## config.mk

```make
export PLATFORM = sky130hd
export DESIGN_NAME = stream_mux_rr
export DESIGN_NICKNAME = d
export VERILOG_FILES = /design/src/rtl/stream_mux_pkg.sv /design/src/rtl/rr_arbiter.sv /design/src/rtl/stream_mux_rr_chk.sv /design/src/rtl/stream_mux_rr.sv
export SDC_FILE = /design/constraint.sdc
export NUM_CORES = 1
export LEC_CHECK = 0
export ABC_AREA = 0
export BUFFER_PORTS_ARGS = -buffer_cell sky130_fd_sc_hd__buf_2
export CAP_MARGIN = 15
export CORE_MARGIN = 5
export CORE_UTILIZATION = 37
export DETAILED_ROUTE_END_ITERATION = 16
export PLACE_DENSITY = 0.73
export SLEW_MARGIN = 30
export SYNTH_ARGS = -nofsm -noshare
export SYNTH_HDL_FRONTEND = slang
export SYNTH_SLANG_ARGS = --single-unit
```

## constraint.sdc

```tcl
create_clock -name clk -period 4.3 [get_ports clk]
set_input_delay 0.645 -clock clk [delete_from_list [all_inputs] [get_ports clk]]
set_output_delay 0.645 -clock clk [all_outputs]
set_load 0.01 [all_outputs]
```

## src/rtl/stream_mux_pkg.sv

```systemverilog
// Shared types and constants for the round-robin stream multiplexer.
package stream_mux_pkg;

  typedef enum logic [0:0] {
    IDLE   = 1'b0,
    LOCKED = 1'b1
  } mux_state_e;

  localparam int MODE_RR   = 0;
  localparam int MODE_PRIO = 1;

endpackage

```

## src/rtl/rr_arbiter.sv

```systemverilog
// Combinational arbiter: round-robin starting after ptr, or fixed priority
// (lowest index first), via a rotated double-width request vector.
module rr_arbiter
  import stream_mux_pkg::*;
#(
  parameter int CHANNELS = 4,
  parameter int MODE     = MODE_RR,
  parameter int CW       = $clog2(CHANNELS)
) (
  input  logic [CHANNELS-1:0] req,
  input  logic [CW-1:0]       ptr,
  output logic [CW-1:0]       gnt_idx,
  output logic                gnt_any
);

  localparam logic [CW:0] CH_W = (CW+1)'(CHANNELS);

  logic [2*CHANNELS-1:0] dbl_s;
  logic [CHANNELS-1:0]   rot_s;
  logic [CW-1:0]         start_s;
  logic [CW-1:0]         off_s;
  logic [CW:0]           sum_s;

  // scan start: channel after the last grant, or channel 0 in priority mode
  always_comb begin
    start_s = {CW{1'b0}};
    if (MODE == MODE_PRIO) begin
      start_s = {CW{1'b0}};
    end else if (ptr >= CW'(CHANNELS-1)) begin
      start_s = {CW{1'b0}};
    end else begin
      start_s = ptr + CW'(1);
    end
  end

  // rotate, priority-encode, then undo the rotation modulo CHANNELS
  always_comb begin
    dbl_s = {req, req};
    rot_s = dbl_s[start_s +: CHANNELS];
    off_s = {CW{1'b0}};
    for (int i = CHANNELS-1; i >= 0; i--) begin
      off_s = rot_s[i] ? CW'(i) : off_s;
    end
    sum_s   = {1'b0, start_s} + {1'b0, off_s};
    gnt_idx = (sum_s >= CH_W) ? CW'(sum_s - CH_W) : CW'(sum_s);
    gnt_any = |req;
  end

endmodule

```

## src/rtl/stream_mux_rr_chk.sv

```systemverilog
// Handshake properties of the stream multiplexer output side.
module stream_mux_rr_chk #(
  parameter int WIDTH    = 32,
  parameter int CHANNELS = 4,
  parameter int CW       = $clog2(CHANNELS)
) (
  input logic                clk,
  input logic                rst_n,
  input logic [CHANNELS-1:0] in_ready,
  input logic                out_valid,
  input logic                out_ready,
  input logic                out_last,
  input logic [WIDTH-1:0]    out_data,
  input logic [CW-1:0]       out_chan
);

  a_onehot_ready: assert property (@(posedge clk) disable iff (!rst_n)
    $onehot0(in_ready));

  a_no_ready_when_full: assert property (@(posedge clk) disable iff (!rst_n)
    (out_valid && !out_ready) |-> (in_ready == {CHANNELS{1'b0}}));

  // a stalled beat must not change under the consumer
  a_hold_stalled: assert property (@(posedge clk) disable iff (!rst_n)
    (out_valid && !out_ready) |=> (out_valid && $stable(out_data)
                                   && $stable(out_last) && $stable(out_chan)));

endmodule

```

## src/rtl/stream_mux_rr.sv

```systemverilog
// N-channel valid/ready stream multiplexer with packet locking and a
// registered output stage; merges filter-engine lines onto one bus.
module stream_mux_rr
  import stream_mux_pkg::*;
#(
  parameter int WIDTH    = 32,
  parameter int CHANNELS = 4,
  parameter int MODE     = MODE_RR,
  parameter int CW       = $clog2(CHANNELS)
) (
  input  logic                      clk,
  input  logic                      rst_n,
  input  logic [CHANNELS*WIDTH-1:0] in_data,
  input  logic [CHANNELS-1:0]       in_valid,
  input  logic [CHANNELS-1:0]       in_last,
  output logic [CHANNELS-1:0]       in_ready,
  output logic [WIDTH-1:0]          out_data,
  output logic                      out_valid,
  output logic                      out_last,
  output logic [CW-1:0]             out_chan,
  input  logic                      out_ready
);

  mux_state_e            state_r;
  mux_state_e            state_nxt_s;
  logic [CW-1:0]         cur_r;
  logic [CW-1:0]         cur_nxt_s;
  logic [CW-1:0]         ptr_r;
  logic [CW-1:0]         ptr_nxt_s;
  logic [CW-1:0]         sel_s;
  logic [CHANNELS-1:0]   ready_s;
  logic                  accept_s;
  logic                  slot_free_s;
  logic [CW-1:0]         gnt_idx_s;
  logic                  gnt_any_s;
  logic [WIDTH-1:0]      data_r;
  logic                  valid_r;
  logic                  last_r;
  logic [CW-1:0]         chan_r;
  logic [WIDTH-1:0]      ch_data_s [CHANNELS];

  for (genvar i = 0; i < CHANNELS; i++) begin : g_unpack
    assign ch_data_s[i] = in_data[i*WIDTH +: WIDTH];
  end

  rr_arbiter #(
    .CHANNELS (CHANNELS),
    .MODE     (MODE),
    .CW       (CW)
  ) u_arb (
    .req     (in_valid),
    .ptr     (ptr_r),
    .gnt_idx (gnt_idx_s),
    .gnt_any (gnt_any_s)
  );

  assign slot_free_s = !valid_r || out_ready;

  // grant selection and packet-lock next state
  always_comb begin
    state_nxt_s = state_r;
    cur_nxt_s   = cur_r;
    ptr_nxt_s   = ptr_r;
    sel_s       = cur_r;
    ready_s     = {CHANNELS{1'b0}};
    accept_s    = 1'b0;
    case (state_r)
      IDLE: begin
        sel_s = gnt_idx_s;
        if (gnt_any_s && slot_free_s) begin
          ready_s[gnt_idx_s] = 1'b1;
          accept_s           = 1'b1;
          if (in_last[gnt_idx_s]) begin
            ptr_nxt_s = gnt_idx_s;
          end else begin
            state_nxt_s = LOCKED;
            cur_nxt_s   = gnt_idx_s;
          end
        end else begin
          accept_s = 1'b0;
        end
      end
      LOCKED: begin
        sel_s = cur_r;
        if (slot_free_s) begin
          ready_s[cur_r] = 1'b1;
          if (in_valid[cur_r]) begin
            accept_s = 1'b1;
            if (in_last[cur_r]) begin
              state_nxt_s = IDLE;
              ptr_nxt_s   = cur_r;
            end else begin
              state_nxt_s = LOCKED;
            end
          end else begin
            accept_s = 1'b0;
          end
        end else begin
          accept_s = 1'b0;
        end
      end
      default: begin
        state_nxt_s = IDLE;
      end
    endcase
  end

  // no channel is offered the slot while reset is held
  assign in_ready = rst_n ? ready_s : {CHANNELS{1'b0}};

  // FSM state and arbitration pointers; ptr resets so channel 0 goes first
  always_ff @(posedge clk or negedge rst_n) begin
    if (!rst_n) begin
      state_r <= IDLE;
      cur_r   <= {CW{1'b0}};
      ptr_r   <= CW'(CHANNELS-1);
    end else begin
      state_r <= state_nxt_s;
      cur_r   <= cur_nxt_s;
      ptr_r   <= ptr_nxt_s;
    end
  end

  // output register: load on accept, drain on out_ready, otherwise hold
  always_ff @(posedge clk or negedge rst_n) begin
    if (!rst_n) begin
      data_r  <= {WIDTH{1'b0}};
      valid_r <= 1'b0;
      last_r  <= 1'b0;
      chan_r  <= {CW{1'b0}};
    end else if (accept_s) begin
      data_r  <= ch_data_s[sel_s];
      valid_r <= 1'b1;
      last_r  <= in_last[sel_s];
      chan_r  <= sel_s;
    end else if (out_ready) begin
      valid_r <= 1'b0;
    end else begin
      valid_r <= valid_r;
    end
  end

  assign out_data  = data_r;
  assign out_valid = valid_r;
  assign out_last  = last_r;
  assign out_chan  = chan_r;

  stream_mux_rr_chk #(
    .WIDTH    (WIDTH),
    .CHANNELS (CHANNELS),
    .CW       (CW)
  ) u_chk (
    .clk       (clk),
    .rst_n     (rst_n),
    .in_ready  (in_ready),
    .out_valid (out_valid),
    .out_ready (out_ready),
    .out_last  (out_last),
    .out_data  (out_data),
    .out_chan  (out_chan)
  );

endmodule

```

==> out/results.md <==
### Global route
• maximum number of pins on one net before global-route repair: 38
• vias in the first global route: 3108
• overall global routing resource usage: 16.76%
• initial antenna violation count: 0
• wire length of the first global-routing pass: 14010 um
• global route total overflow: 0

### Critical path
• CP max FO: 10
• start-to-end type of the worst setup path: reg2out
• kind of launch point of the worst setup path: flip-flop
• capturing element type of the critical path: output port
• signal arrival time at the worst endpoint: 3260 ps
• Reg2Reg Depth: 11
• required time of the worst setup path: 3650 ps

### Drt
• First DRT Iteration DRCs: 70
• Final ANT Viol Nets: 0
• routed length per instance: 15.26 um
• number of detailed-route iterations in the first pass: 4
• average vias per placed instance: 5.265
• number of vias after detailed routing: 3117
• routed wire length: 9034 um
• detailed-route DRC error count: 0

### Power and ir drop
• Static Leak: 2.169 nW
• peak supply drop: 0.4856 mV
• total power density per cell area: 948.5 nW/um^2
• power consumption: 3.866 mW

### Timing
• Final Hold Slack: 312.6 ps
• final hold vios: 0
• slew at the pin with the worst max-slew slack: 815.1 ps
• setup TNS: 0 ps
• normalized max-slew margin: 45.51%
• RSZ-0062 raised after global routing: false
• portion of the clock cycle consumed by the worst path in the final layout: 90.81%
• number of setup violations in the final report: 0
• number of max-slew violations in the final report: 0
• maximum operating frequency: 256.1 MHz
• fin crit period: 3905 ps
• worst clock skew on the final layout: 3.964 ps
• post-route worst setup slack: 395.1 ps

### CTS
• count of clock tree sinks: 41
• latest clock arrival within the worst-skew pair: 290 ps
• CTS tree: done
• maximum count of clock buffers along a single path: 2
• clock slew at the register clock pins of the worst setup and hold paths: 80 ps
• Resize count post-CTS: 0
• Inserted Clock Buffers: 5
• hold buffer count at CTS: 0
• post-CTS setup buffer count: 0
• depth of the CTS H-tree: 2
• buffer type at the clock tree root: sky130_fd_sc_hd__clkbuf_8

### Min path
• path type of the worst min-delay path: in2async

### Synth
• flip-flop and latch count after synthesis: 41
• Cell Area, Synth: 3078 um^2
• count of distinct cell types in the synthesized netlist: 43
• Avg Synthesized Cell Area: 9.413 um^2
• total number of yosys warnings: 0
• instance count of the mapped netlist: 327
• sequential element share of the synthesized area: 33.41%
• net count of the mapped netlist: 468

### Place
• post-placement setup slack: 720.0 ps
• number of placed instances, taps included: 584
• Final Wtd Congestion: 0.8059
• Placed Instance Area: 3990 um^2
• Detailed Place HPWL: 6920 um
• number of I/O port buffers: 178

### Layout
• Layout Cell Area excl Fill: 4076 um^2
• share of cells above drive strength 1: 42.09%
• post-layout util: 49.86%
• number of diodes: 0
• count of non-filler cells in the finished layout: 592
• Layout Area Growth over Synthesis: 32.44%
• net total in the final layout: 627

### Floorplanning
• area of the core region: 8175 um^2
• die span in x: 101.2 um
• die footprint: 10240 um^2
• Rows: 33
• Boundary Pins: 179
• effective utilization at floorplan: 37.65%
• die height: 101.2 um

### Job
• maxcap violations: 0

### Run status
• outcome: completed

## synthesized netlist by cell type
library cell,instances,share of area (%)
sky130_fd_sc_hd__or4b_4,1,0.45
sky130_fd_sc_hd__o211ai_1,2,0.49
sky130_fd_sc_hd__o31ai_4,1,0.69
sky130_fd_sc_hd__nand4_1,1,0.20
sky130_fd_sc_hd__dfstp_2,2,1.7
sky130_fd_sc_hd__a22o_1,33,9.4
sky130_fd_sc_hd__o31a_4,1,0.57
sky130_fd_sc_hd__o21a_1,1,0.24
sky130_fd_sc_hd__nor2b_1,3,0.61
sky130_fd_sc_hd__ha_1,2,0.81
sky130_fd_sc_hd__a22oi_1,1,0.24
sky130_fd_sc_hd__o21ba_2,1,0.33
sky130_fd_sc_hd__nand3_1,5,0.81
sky130_fd_sc_hd__or4_1,1,0.24
sky130_fd_sc_hd__buf_6,8,2.9
sky130_fd_sc_hd__buf_2,6,0.98
sky130_fd_sc_hd__clkbuf_1,12,1.5
sky130_fd_sc_hd__nand2_1,42,5.1
sky130_fd_sc_hd__buf_1,5,0.61
sky130_fd_sc_hd__dfrtp_1,39,32
sky130_fd_sc_hd__or2_1,1,0.20
sky130_fd_sc_hd__a31oi_1,1,0.20
sky130_fd_sc_hd__nand2b_1,2,0.41
sky130_fd_sc_hd__nor3b_1,2,0.49
sky130_fd_sc_hd__a31oi_2,1,0.41
sky130_fd_sc_hd__inv_1,2,0.24
sky130_fd_sc_hd__xor2_1,1,0.28
sky130_fd_sc_hd__mux2i_1,71,23
sky130_fd_sc_hd__a21boi_0,1,0.24
sky130_fd_sc_hd__and3_1,2,0.41
sky130_fd_sc_hd__and2_1,2,0.41
sky130_fd_sc_hd__mux2_2,3,1.1
sky130_fd_sc_hd__and4_4,1,0.37
sky130_fd_sc_hd__and2b_1,2,0.49
sky130_fd_sc_hd__a211oi_1,1,0.24
sky130_fd_sc_hd__nor2_1,11,1.3
sky130_fd_sc_hd__mux4_2,1,0.73
sky130_fd_sc_hd__o22ai_1,1,0.20
sky130_fd_sc_hd__a21oi_1,38,6.2
sky130_fd_sc_hd__o21bai_1,1,0.24
sky130_fd_sc_hd__mux4_1,1,0.85
sky130_fd_sc_hd__o21ai_0,9,1.5
sky130_fd_sc_hd__nor3_1,5,0.81
## final timing paths
| path | endpoint | from | slack [ps] |
|---|---|---|---|
| max | in_ready[2] | ptr_r[0]$_DFFE_PN1P_ | 400 |
| min | out_data[4]$_DFFE_PN0P_ | rst_n | 310 |
| max reg2reg | out_data[17]$_DFFE_PN0P_ | ptr_r[0]$_DFFE_PN1P_ | 830 |
| min reg2reg | out_chan[0]$_DFFE_PN0P_ | out_chan[0]$_DFFE_PN0P_ | 490 |
| max in group asynchronous | out_last$_DFFE_PN0P_ | rst_n | 3310 |
| min in group clk | out_chan[0]$_DFFE_PN0P_ | out_chan[0]$_DFFE_PN0P_ | 490 |
## cells by family after synthesis
family | Yosys count | share of synthesized area (%)
mux | 76 | 25.77
compound gates | 93 | 21.14
xor+xnor | 1 | 0.2846
simple gates | 81 | 12.36
fa+ha+maj | 2 | 0.8129
flops | 41 | 33.41
buf+inv | 33 | 6.220
## flip-flops by register name, summed over array words and instances, names as in the netlist
register and cells:
out_data 32, state_r 1, out_last 1, out_valid 1, out_chan 2, cur_r 2, ptr_r 2
## power by group
group | switching, mW | leakage [nW] | internal (mW)
Clock | 0.135 | 0.0439 | 0.112
Combinational | 1.56 | 1.64 | 1.29
Sequential | 0.160 | 0.485 | 0.612
## critical path, cell delays in order, from the launching register on
cell and delay [ps]:
sky130_fd_sc_hd__dfstp_2 620, sky130_fd_sc_hd__ha_1 350, sky130_fd_sc_hd__a21oi_1 220, sky130_fd_sc_hd__nor2_1 80, sky130_fd_sc_hd__a211oi_1 230, sky130_fd_sc_hd__a21oi_1 70, sky130_fd_sc_hd__ha_1 190, sky130_fd_sc_hd__xor2_1 160
sky130_fd_sc_hd__a31oi_2 330, sky130_fd_sc_hd__or2_1 290, sky130_fd_sc_hd__a22oi_1 120, sky130_fd_sc_hd__nor2b_1 150, sky130_fd_sc_hd__buf_2 160
## final cells by class
| cell class | instances | area (um^2) |
|---|---|---|
| inverter | 2 | 7.507 |
| tap | 105 | 131.4 |
| multi-input combinational | 253 | 1882 |
| sequential | 41 | 1028 |
| timing repair buffer | 183 | 940.9 |
| fill | 800 | 4099 |
| clock buffer | 5 | 68.82 |
| clock inverter | 3 | 17.52 |
## layer usage
metal | up-vias | wire (um) | global-route usage, %
li1 | 1518 | - | -
met1 | 1449 | 3513 | 19.96
met2 | 140 | 4504 | 29.98
met3 | 10 | 894 | 3.581
met4 | 0 | 122 | 5.419
met5 | - | 0 | 0
## placed cells by master, fill, tap and decap left out, types with 2 or more instances in the layout
cell type / count
sky130_fd_sc_hd__o21ai_0: 9
sky130_fd_sc_hd__clkinv_2: 2
sky130_fd_sc_hd__and2_1: 2
sky130_fd_sc_hd__and3_1: 2
sky130_fd_sc_hd__nand3_1: 5
sky130_fd_sc_hd__nor2b_1: 3
sky130_fd_sc_hd__buf_4: 4
sky130_fd_sc_hd__dfstp_2: 2
sky130_fd_sc_hd__nand2b_1: 2
sky130_fd_sc_hd__nor3_1: 5
sky130_fd_sc_hd__mux2i_1: 70
sky130_fd_sc_hd__a22o_1: 33
sky130_fd_sc_hd__nand2_1: 42
sky130_fd_sc_hd__nor2_1: 11
sky130_fd_sc_hd__and2b_1: 2
sky130_fd_sc_hd__ha_1: 2
sky130_fd_sc_hd__a21oi_1: 38
sky130_fd_sc_hd__buf_2: 178
sky130_fd_sc_hd__dfrtp_1: 39
sky130_fd_sc_hd__mux2_2: 3
sky130_fd_sc_hd__nor3b_1: 2
sky130_fd_sc_hd__o211ai_1: 2
sky130_fd_sc_hd__inv_1: 2
sky130_fd_sc_hd__clkbuf_8: 5
Note: power is estimated with default switching activity, not from simulation.
